$ cat config.mk
export PLATFORM = sky130hd
export DESIGN_NAME = dispatch_unit_flat
export DESIGN_NICKNAME = d
export VERILOG_FILES = /design/src/rtl/dispatch_pkg.sv /design/src/rtl/dispatch_unit_if.sv /design/src/rtl/dispatch_unit.sv /design/src/flat_wrapper.sv
export SDC_FILE = /design/constraint.sdc
export NUM_CORES = 1
export LEC_CHECK = 0
export CAP_MARGIN = 20
export CORE_UTILIZATION = 44
export CTS_CLUSTER_DIAMETER = 30
export CTS_CLUSTER_SIZE = 30
export DETAILED_ROUTE_END_ITERATION = 8
export PLACE_DENSITY = 0.83
export SYNTH_ARGS = -nofsm -noshare
export SYNTH_HDL_FRONTEND = slang
export SYNTH_SLANG_ARGS = --single-unit
$ cat constraint.sdc
create_clock -name clk -period 3.1 [get_ports clk]
set_input_delay 0.775 -clock clk [delete_from_list [all_inputs] [get_ports clk]]
set_output_delay 0.775 -clock clk [all_outputs]
set_load 0.03 [all_outputs]
$ cat src/rtl/dispatch_pkg.sv
// Shared types and sizes for the dispatch stage: the renamed-instruction
// record that travels from rename through dispatch into the stations.
package dispatch_pkg;

  localparam int NUM_PREG  = 128;
  localparam int PREG_W    = 7;
  localparam int ROB_TAG_W = 6;

  // Functional-unit selector carried in the instruction; 2'b11 behaves as ALU.
  typedef enum logic [1:0] {
    FU_ALU  = 2'b00,
    FU_BR   = 2'b01,
    FU_LSU  = 2'b10,
    FU_RSVD = 2'b11
  } fu_e;

  localparam logic [6:0] OPC_STORE  = 7'h23;
  localparam logic [6:0] OPC_BRANCH = 7'h63;

  typedef struct packed {
    logic [31:0]          pc;
    logic [ROB_TAG_W-1:0] rob_tag;
    logic [6:0]           opcode;
    logic [2:0]           func3;
    logic [6:0]           func7;
    logic [1:0]           fu;
    logic [PREG_W-1:0]    pd_new;
    logic [PREG_W-1:0]    ps1;
    logic [PREG_W-1:0]    ps2;
    logic [31:0]          imm;
  } rename_data;

endpackage

$ cat src/rtl/dispatch_unit_if.sv
// Bundle of every dispatch-stage signal except clock and reset.
// slave  : the dispatch unit itself.
// master : the surrounding pipeline (rename, ROB, stations, CDB).
interface dispatch_unit_if;

  logic                                       rename_valid;
  dispatch_pkg::rename_data                   r_data;
  logic                                       dispatch_ready;
  logic                                       rob_full;
  logic                                       rob_alloc;
  logic                                       rs_full_alu;
  logic                                       rs_full_br;
  logic                                       rs_full_lsu;
  logic                                       di_en_alu;
  logic                                       di_en_br;
  logic                                       di_en_lsu;
  dispatch_pkg::rename_data                   d_data;
  logic                                       cdb_valid;
  logic [dispatch_pkg::PREG_W-1:0]            cdb_pd;
  logic                                       mispredict;
  logic [dispatch_pkg::NUM_PREG-1:0]          preg_rtable;

  modport slave (
    input  rename_valid, r_data, rob_full,
    input  rs_full_alu, rs_full_br, rs_full_lsu,
    input  cdb_valid, cdb_pd, mispredict,
    output dispatch_ready, rob_alloc,
    output di_en_alu, di_en_br, di_en_lsu,
    output d_data, preg_rtable
  );

  modport master (
    output rename_valid, r_data, rob_full,
    output rs_full_alu, rs_full_br, rs_full_lsu,
    output cdb_valid, cdb_pd, mispredict,
    input  dispatch_ready, rob_alloc,
    input  di_en_alu, di_en_br, di_en_lsu,
    input  d_data, preg_rtable
  );

endinterface

$ cat src/rtl/dispatch_unit.sv
// Dispatch stage: one-entry holding register between rename and the
// ALU/branch/LSU reservation stations, ROB allocation strobe, and the
// physical-register ready table used by the stations for wakeup.
module dispatch_unit
  import dispatch_pkg::*;
(
  input  logic            clk,
  input  logic            reset,
  dispatch_unit_if.slave  bus
);

  logic                pend_valid_q, pend_valid_d;
  rename_data          pend_q, pend_d;
  logic [NUM_PREG-1:0] rtable_q, rtable_d;

  fu_e  fu_sel;
  logic sel_full;
  logic go;
  logic accept;
  logic ready;
  logic writes_rd;

  // Decode the target station of the held instruction and its full flag.
  always_comb begin
    // NOTE: every always_comb output gets a default first so no path leaves
    // it unassigned; a missing default infers a latch.
    fu_sel   = FU_ALU;
    sel_full = bus.rs_full_alu;
    unique case (pend_q.fu)
      2'b01: begin
        fu_sel   = FU_BR;
        sel_full = bus.rs_full_br;
      end
      2'b10: begin
        fu_sel   = FU_LSU;
        sel_full = bus.rs_full_lsu;
      end
      default: begin
        fu_sel   = FU_ALU;
        sel_full = bus.rs_full_alu;
      end
    endcase
  end

  // Handshake, strobes and next state of the holding register.
  always_comb begin
    go        = pend_valid_q && !bus.rob_full && !bus.mispredict && !sel_full;
    ready     = !bus.mispredict && (!pend_valid_q || go);
    accept    = bus.rename_valid && ready;
    writes_rd = (pend_q.opcode != OPC_STORE) && (pend_q.opcode != OPC_BRANCH) &&
                (pend_q.pd_new != '0);

    pend_valid_d = pend_valid_q;
    pend_d       = pend_q;
    if (accept) begin
      pend_valid_d = 1'b1;
      pend_d       = bus.r_data;
    end else if (go || bus.mispredict) begin
      pend_valid_d = 1'b0;
    end
  end

  // Ready-table update: CDB sets, dispatch clears (clear wins), p0 always ready.
  always_comb begin
    rtable_d = rtable_q;
    if (bus.cdb_valid) begin
      rtable_d[bus.cdb_pd] = 1'b1;
    end
    if (go && writes_rd) begin
      rtable_d[pend_q.pd_new] = 1'b0;
    end
    rtable_d[0] = 1'b1;
  end

  // State registers: holding register and ready table.
  always_ff @(posedge clk or negedge reset) begin
    // NOTE: sequential state uses non-blocking assignments so every flop
    // samples pre-edge values regardless of statement order.
    if (!reset) begin
      // NOTE: the ready table is a flop array, not a RAM, so it can and must
      // be reset: every register starts out ready.
      pend_valid_q <= 1'b0;
      pend_q       <= '0;
      rtable_q     <= '1;
    end else begin
      pend_valid_q <= pend_valid_d;
      pend_q       <= pend_d;
      rtable_q     <= rtable_d;
    end
  end

  assign bus.dispatch_ready = ready;
  assign bus.rob_alloc      = go;
  assign bus.di_en_alu      = go && (fu_sel == FU_ALU);
  assign bus.di_en_br       = go && (fu_sel == FU_BR);
  assign bus.di_en_lsu      = go && (fu_sel == FU_LSU);
  assign bus.d_data         = pend_q;
  assign bus.preg_rtable    = rtable_q;

endmodule

$ cat src/flat_wrapper.sv
// flat-port wrapper written by rule: the top's interface ports become plain ports
module dispatch_unit_flat import dispatch_pkg::*;
  (clk, reset, bus_rename_valid, bus_r_data, bus_rob_full, bus_rs_full_alu, bus_rs_full_br, bus_rs_full_lsu, bus_cdb_valid, bus_cdb_pd, bus_mispredict, bus_dispatch_ready, bus_rob_alloc, bus_di_en_alu, bus_di_en_br, bus_di_en_lsu, bus_d_data, bus_preg_rtable);
  dispatch_unit_if bus_i ();
  input  logic clk;
  input  logic reset;
  input wire logic [$bits(bus_i.rename_valid)-1:0] bus_rename_valid;
  input wire logic [$bits(bus_i.r_data)-1:0] bus_r_data;
  input wire logic [$bits(bus_i.rob_full)-1:0] bus_rob_full;
  input wire logic [$bits(bus_i.rs_full_alu)-1:0] bus_rs_full_alu;
  input wire logic [$bits(bus_i.rs_full_br)-1:0] bus_rs_full_br;
  input wire logic [$bits(bus_i.rs_full_lsu)-1:0] bus_rs_full_lsu;
  input wire logic [$bits(bus_i.cdb_valid)-1:0] bus_cdb_valid;
  input wire logic [$bits(bus_i.cdb_pd)-1:0] bus_cdb_pd;
  input wire logic [$bits(bus_i.mispredict)-1:0] bus_mispredict;
  output wire logic [$bits(bus_i.dispatch_ready)-1:0] bus_dispatch_ready;
  output wire logic [$bits(bus_i.rob_alloc)-1:0] bus_rob_alloc;
  output wire logic [$bits(bus_i.di_en_alu)-1:0] bus_di_en_alu;
  output wire logic [$bits(bus_i.di_en_br)-1:0] bus_di_en_br;
  output wire logic [$bits(bus_i.di_en_lsu)-1:0] bus_di_en_lsu;
  output wire logic [$bits(bus_i.d_data)-1:0] bus_d_data;
  output wire logic [$bits(bus_i.preg_rtable)-1:0] bus_preg_rtable;
  assign bus_i.rename_valid = bus_rename_valid;
  assign bus_i.r_data = bus_r_data;
  assign bus_i.rob_full = bus_rob_full;
  assign bus_i.rs_full_alu = bus_rs_full_alu;
  assign bus_i.rs_full_br = bus_rs_full_br;
  assign bus_i.rs_full_lsu = bus_rs_full_lsu;
  assign bus_i.cdb_valid = bus_cdb_valid;
  assign bus_i.cdb_pd = bus_cdb_pd;
  assign bus_i.mispredict = bus_mispredict;
  assign bus_dispatch_ready = bus_i.dispatch_ready;
  assign bus_rob_alloc = bus_i.rob_alloc;
  assign bus_di_en_alu = bus_i.di_en_alu;
  assign bus_di_en_br = bus_i.di_en_br;
  assign bus_di_en_lsu = bus_i.di_en_lsu;
  assign bus_d_data = bus_i.d_data;
  assign bus_preg_rtable = bus_i.preg_rtable;
  dispatch_unit u_core (.clk(clk), .reset(reset), .bus(bus_i));
endmodule
# Word level (Yosys, flattened, before mapping)
# Index checks and enable logic that the tools add are counted.
# classes
n_bitwise	3
n_mux	10
order_cmp	4
eq_ne	6
reduce_logical	22
# op_table
cell	count
$mux 128	2
$and 128x128->128	1
$not 128->128	1
$or 128x128->128	1
$lt 7x8->1 const B	2
$demux 1 s7	2
$ge 7x1->1 const B	2
$logic_and 1x1->1	13
$ne 7x6->1 const B	1
$ne 7x7->1 const B	1
$reduce_bool 7->1	1
$eq 2x1->1 const B	2
$eq 2x2->1 const B	2
$logic_not 1->1	4
$mux 1	4
$pmux 2 s2	1
$logic_not 2->1	1
$logic_or 1x1->1	2
$pmux 1 s2	1
$reduce_bool 2->1	1
# totals
regBits	238
word_cells	57
in_bits	126
output_inout_bits	243

# Logic depth before layout (Yosys ltp)
# logic_depth
depth_word	8
mapped_depth	8
ltp_nobuf	6

# Worst setup path before layout
# Ideal clock, no wire load.
# synth_path
path_type	register to output
start	register u_core.pend_q, in the netlist u_core.bus.d_data[53]
end	output bus_di_en_br
path_slack_ns	0.268
arrival_time_ns	2.057
n_path_buf	0
stages_incl_launch_ff	7
path_cell_list	dfrtp_1 > inv_1 > ha_1 > a21oi_1 > o211ai_1 > inv_1 > and2_1
# synth_via
elab_chain_cells	5
# synth_rtl
item	line	rtl
from (decl)	dispatch_unit.sv:13	rename_data pend_q, pend_d;
from (signal assigned)	dispatch_unit.sv:87	pend_q <= pend_d;
$eq 2x2->1 / $eq 2x1->1 (equally long branches)	dispatch_unit.sv:29	unique case (pend_q.fu)
$pmux 1 s2 *	dispatch_unit.sv:29	
$logic_not 1->1 *	dispatch_unit.sv:47	go = pend_valid_q && !bus.rob_full && !bus.mispredict && !sel_full;
$logic_and 1x1->1 *	dispatch_unit.sv:47	
net bus_rob_alloc	flat_wrapper.sv:17	output wire logic [$bits(bus_i.rob_alloc)-1:0] bus_rob_alloc;
$logic_and 1x1->1 *	dispatch_unit.sv:95	assign bus.di_en_br = go && (fu_sel == FU_BR);
to (decl)	flat_wrapper.sv:19	output wire logic [$bits(bus_i.di_en_br)-1:0] bus_di_en_br;
# Mark *: on every way through the listed nets, which the timed path passes. The rest lies on a longest branch.

# Worst setup path after layout
# layout_path
start	register u_core.pend_q, in the netlist u_core.bus.d_data[53]
end	output bus_di_en_br
# layout_via
elab_chain_cells	5
# layout_rtl
item	line
$eq 2x2->1 / $eq 2x1->1 (equally long branches)	dispatch_unit.sv:29
$pmux 1 s2	dispatch_unit.sv:29
$logic_not 1->1	dispatch_unit.sv:47
$logic_and 1x1->1	dispatch_unit.sv:47
$logic_and 1x1->1 *	dispatch_unit.sv:95
# Mark *: on every way between the ends. The rest lies on a longest branch, timed or not.

==> flow_summary.yaml <==
drt:
  wl_per_cell_um: 23.1
  via_per_inst: 5.59
  drc: 0
  vias: 8224
  ant_nets: 0
  first_pass_iters: 6
  wl_um: 34000
  initialDrtViolationCount: 552
timing:
  maxSlewViolCount: 0
  max_freq_ghz: 0.341
  clock_skew_ns: 0.0124
  period_needed_ns: 2.93
  setup_viol: 0
  slew_headroom_pct: 25.7
  rsz0062_at_grt: "false"
  fin_ws_ns: 0.166
  fin_tns_setup_ns: 0
  tightest_slew_ns: 1.11
  finalHoldViolCount: 0
  fin_crit_sh_pct: 94.6
yosys:
  synth_edf_count: 0
  synth_top_area_share_pct: 35.5
  synth.distinct_cells: 33
  synthArstFlopShare_pct: 100
  synth_common_cells: "256 x a21oi_1, 127 x dfstp_2, 111 x dfrtp_1, 110 x mux2_2, 26 x nor2_1"
  synth_ff_type: "dfstp_2"
  syn_inst: 732
  yosysMostFrequentCell: "a21oi_1"
  synth_nets: 860
  syn_avg_cell_area_sq_um: 12.8
  synth_largest_area_cell: "dfstp_2"
  seq_area_frac_synth_pct: 65.0
  synth-seq-cells: 238
  synth_area_sq_um: 9410
  yosys_warnings: 0
  synth.area.top_cells: "dfstp_2 35%, dfrtp_1 30%, a21oi_1 14%"
floorplanning:
  core.rowCount: 53
  core_area_sq_um: 21000
  fp.dieW_um: 148
  io_pins: 369
  dieHeight_um: 148
  initial_core_util_pct: 44.7
  dieArea_sq_um: 22000
placed_design:
  dpl_cell_area_sq_um: 13700
  finalWeightedCongestion: 0.858
  numPortBuffers: 367
  post-dp-hpwl_um: 22800
  post-place-ws_ns: 0.196
  placed_cells: 1388
clock_tree:
  cts.sinks: 238
  cts_buffers: 45
  clock_path_buffers: 3
  clk_pin_slew_worst_paths_ns: 0.05
  root_buffer: "clkbuf_16"
  cts_resized: 0
  cts_tree: "yes"
  h-tree-depth: 2
  cts_setup_buffers: 0
  ctsHoldBuffers: 0
  clock_latency_ns: 0.53
run:
  cap_violations: 0
power_and_ir_drop:
  p_per_area_nw_per_um2: 836
  peakVddDrop_uv: 608
  p_leak_nw: 6.13
grt:
  grt_max_degree: 89
  grt_pass1_wl_um: 51000
  grt_overflow_total: 0
  antenna_found_initial: 1
  grt_pass1_vias: 8602
  grt_usage_pct: 31.0
worst_setup_path:
  path_delay_family: "compound AO/OA/AOI/OAI gates"
  worstPathCellList: "inv_1, ha_1, a21oi_1, o211ai_1, inv_1, and2_1, buf_4"
  critPathKind: "reg -> out"
  crit_slowest_cell: "dfrtp_1"
  cp_num_buf_inv: 3
  start_kind: "flop"
  slowest_delay_ns: 0.37
  cpMostUsedCell: "inv_1"
  worstPathRequired_ns: 2.32
  cp-end-kind: "output pin"
  critPathArrivalTime_ns: 2.16
  path_max_fanout: 5
worst_hold_path:
  hp-class: "reg -> reg"
cells_and_area:
  final_cells: 1472
  nets: 1288
  final_core_util_pct: 73.1
  drive_above_1_share_pct: 31.9
  areaGrowthSynthToFinish_pct: 63.4
  fin_area_sq_um: 15400
run_status:
  outcome: "finished, final reports clean"
-- placed cells by master (no fill, tap or decap), types with 2 or more instances in the layout --
cell type and count:
a21oi_1 255, a31oi_1 2, and2_1 2, buf_12 7
buf_4 43, bufinv_16 7, clkbuf_1 3, clkbuf_16 47
clkbuf_8 3, clkdlybuf4s50_1 361, clkinv_2 5, clkinv_4 3
clkinvlp_4 5, dfrtp_1 111, dfstp_2 127, ha_1 2
inv_1 4, inv_6 6, inv_8 3, mux2_2 110
nand2_1 8, nand2b_1 14, nor2_1 26, nor2b_1 3
nor3_1 14, nor3_2 3, nor4_1 2, nor4_4 3
nor4b_4 3
-- flip-flops by register name, summed over array words and instances (netlist names) --
signal and flops:
u_core.bus.d_data 110, u_core.bus.preg_rtable 127, u_core.pend_valid_q 1
-- layout make-up --
type / instances / area (sq um)
diodes: 1 / 2.50
inverters: 4 / 15.0
clock inverters: 30 / 402
repair buffers: 412 / 4090
multi-input cells: 459 / 3170
clock buffers: 53 / 1230
fillers: 1376 / 5650
well taps: 275 / 344
flip-flops and latches: 238 / 6110
-- per-stage QoR --
stage	hold WS, ns	total power, mW
2_1_floorplan	0.479	5.96
3_3_place_gp	0.490	7.55
3_5_place_dp	0.495	7.62
4_1_cts	0.510	12.9
5_1_grt	0.518	13.3
6_report	0.509	12.9
-- worst paths after layout --
check	from	endpoint	slack (ns)	cells past startpoint
worst max-delay path	u_core.bus.d_data[53]	bus_di_en_br	0.17	7
worst min-delay path	u_core.bus.d_data[41]	u_core.bus.d_data[41]	0.51	1
worst max register to register	u_core.bus.d_data[53]	u_core.bus.d_data[2]	0.64	7
worst min register to register	u_core.bus.d_data[41]	u_core.bus.d_data[41]	0.51	1
max in group asynchronous	reset	u_core.bus.preg_rtable[7]	2.02	2
min in group asynchronous	reset	u_core.bus.preg_rtable[98]	0.62	1
-- power breakdown --
part / internal (mW) / switching [mW]
Clock: 3.46 / 1.74
Sequential: 3.82 / 0.412
Combinational: 1.47 / 1.95
-- per-layer routing --
metal,part of all wire (%),vias up,GRT usage [%]
met4,4.4,0,13.5
met3,11,110,10.5
met5,0,-,0
met1,35,4053,35.0
met2,50,543,53.5
li1,-,3518,-
-- worst register-to-register path, stage by stage (launching register included) --
cell,delay (ns)
dfrtp_1,0.37
inv_1,0.05
ha_1,0.36
a21oi_1,0.26
o21ai_0,0.20
a21oi_4,0.46
buf_12,0.25
mux2_2,0.38
-- cells by family (layout without fill, tap and decap cells) --
kind of cell	Yosys count	count (layout)	synth area share, %
flip-flops	238	238	65.0
buffers and inverters	35	499	1.84
AND/OR/NAND/NOR	84	84	5.48
multiplexers	110	110	13.2
AO/OA/AOI/OAI	262	262	14.2
adder cells (fa/ha/maj)	2	2	0.266
other	1	2	0.0399
Power figures use the tool's default switching activity.
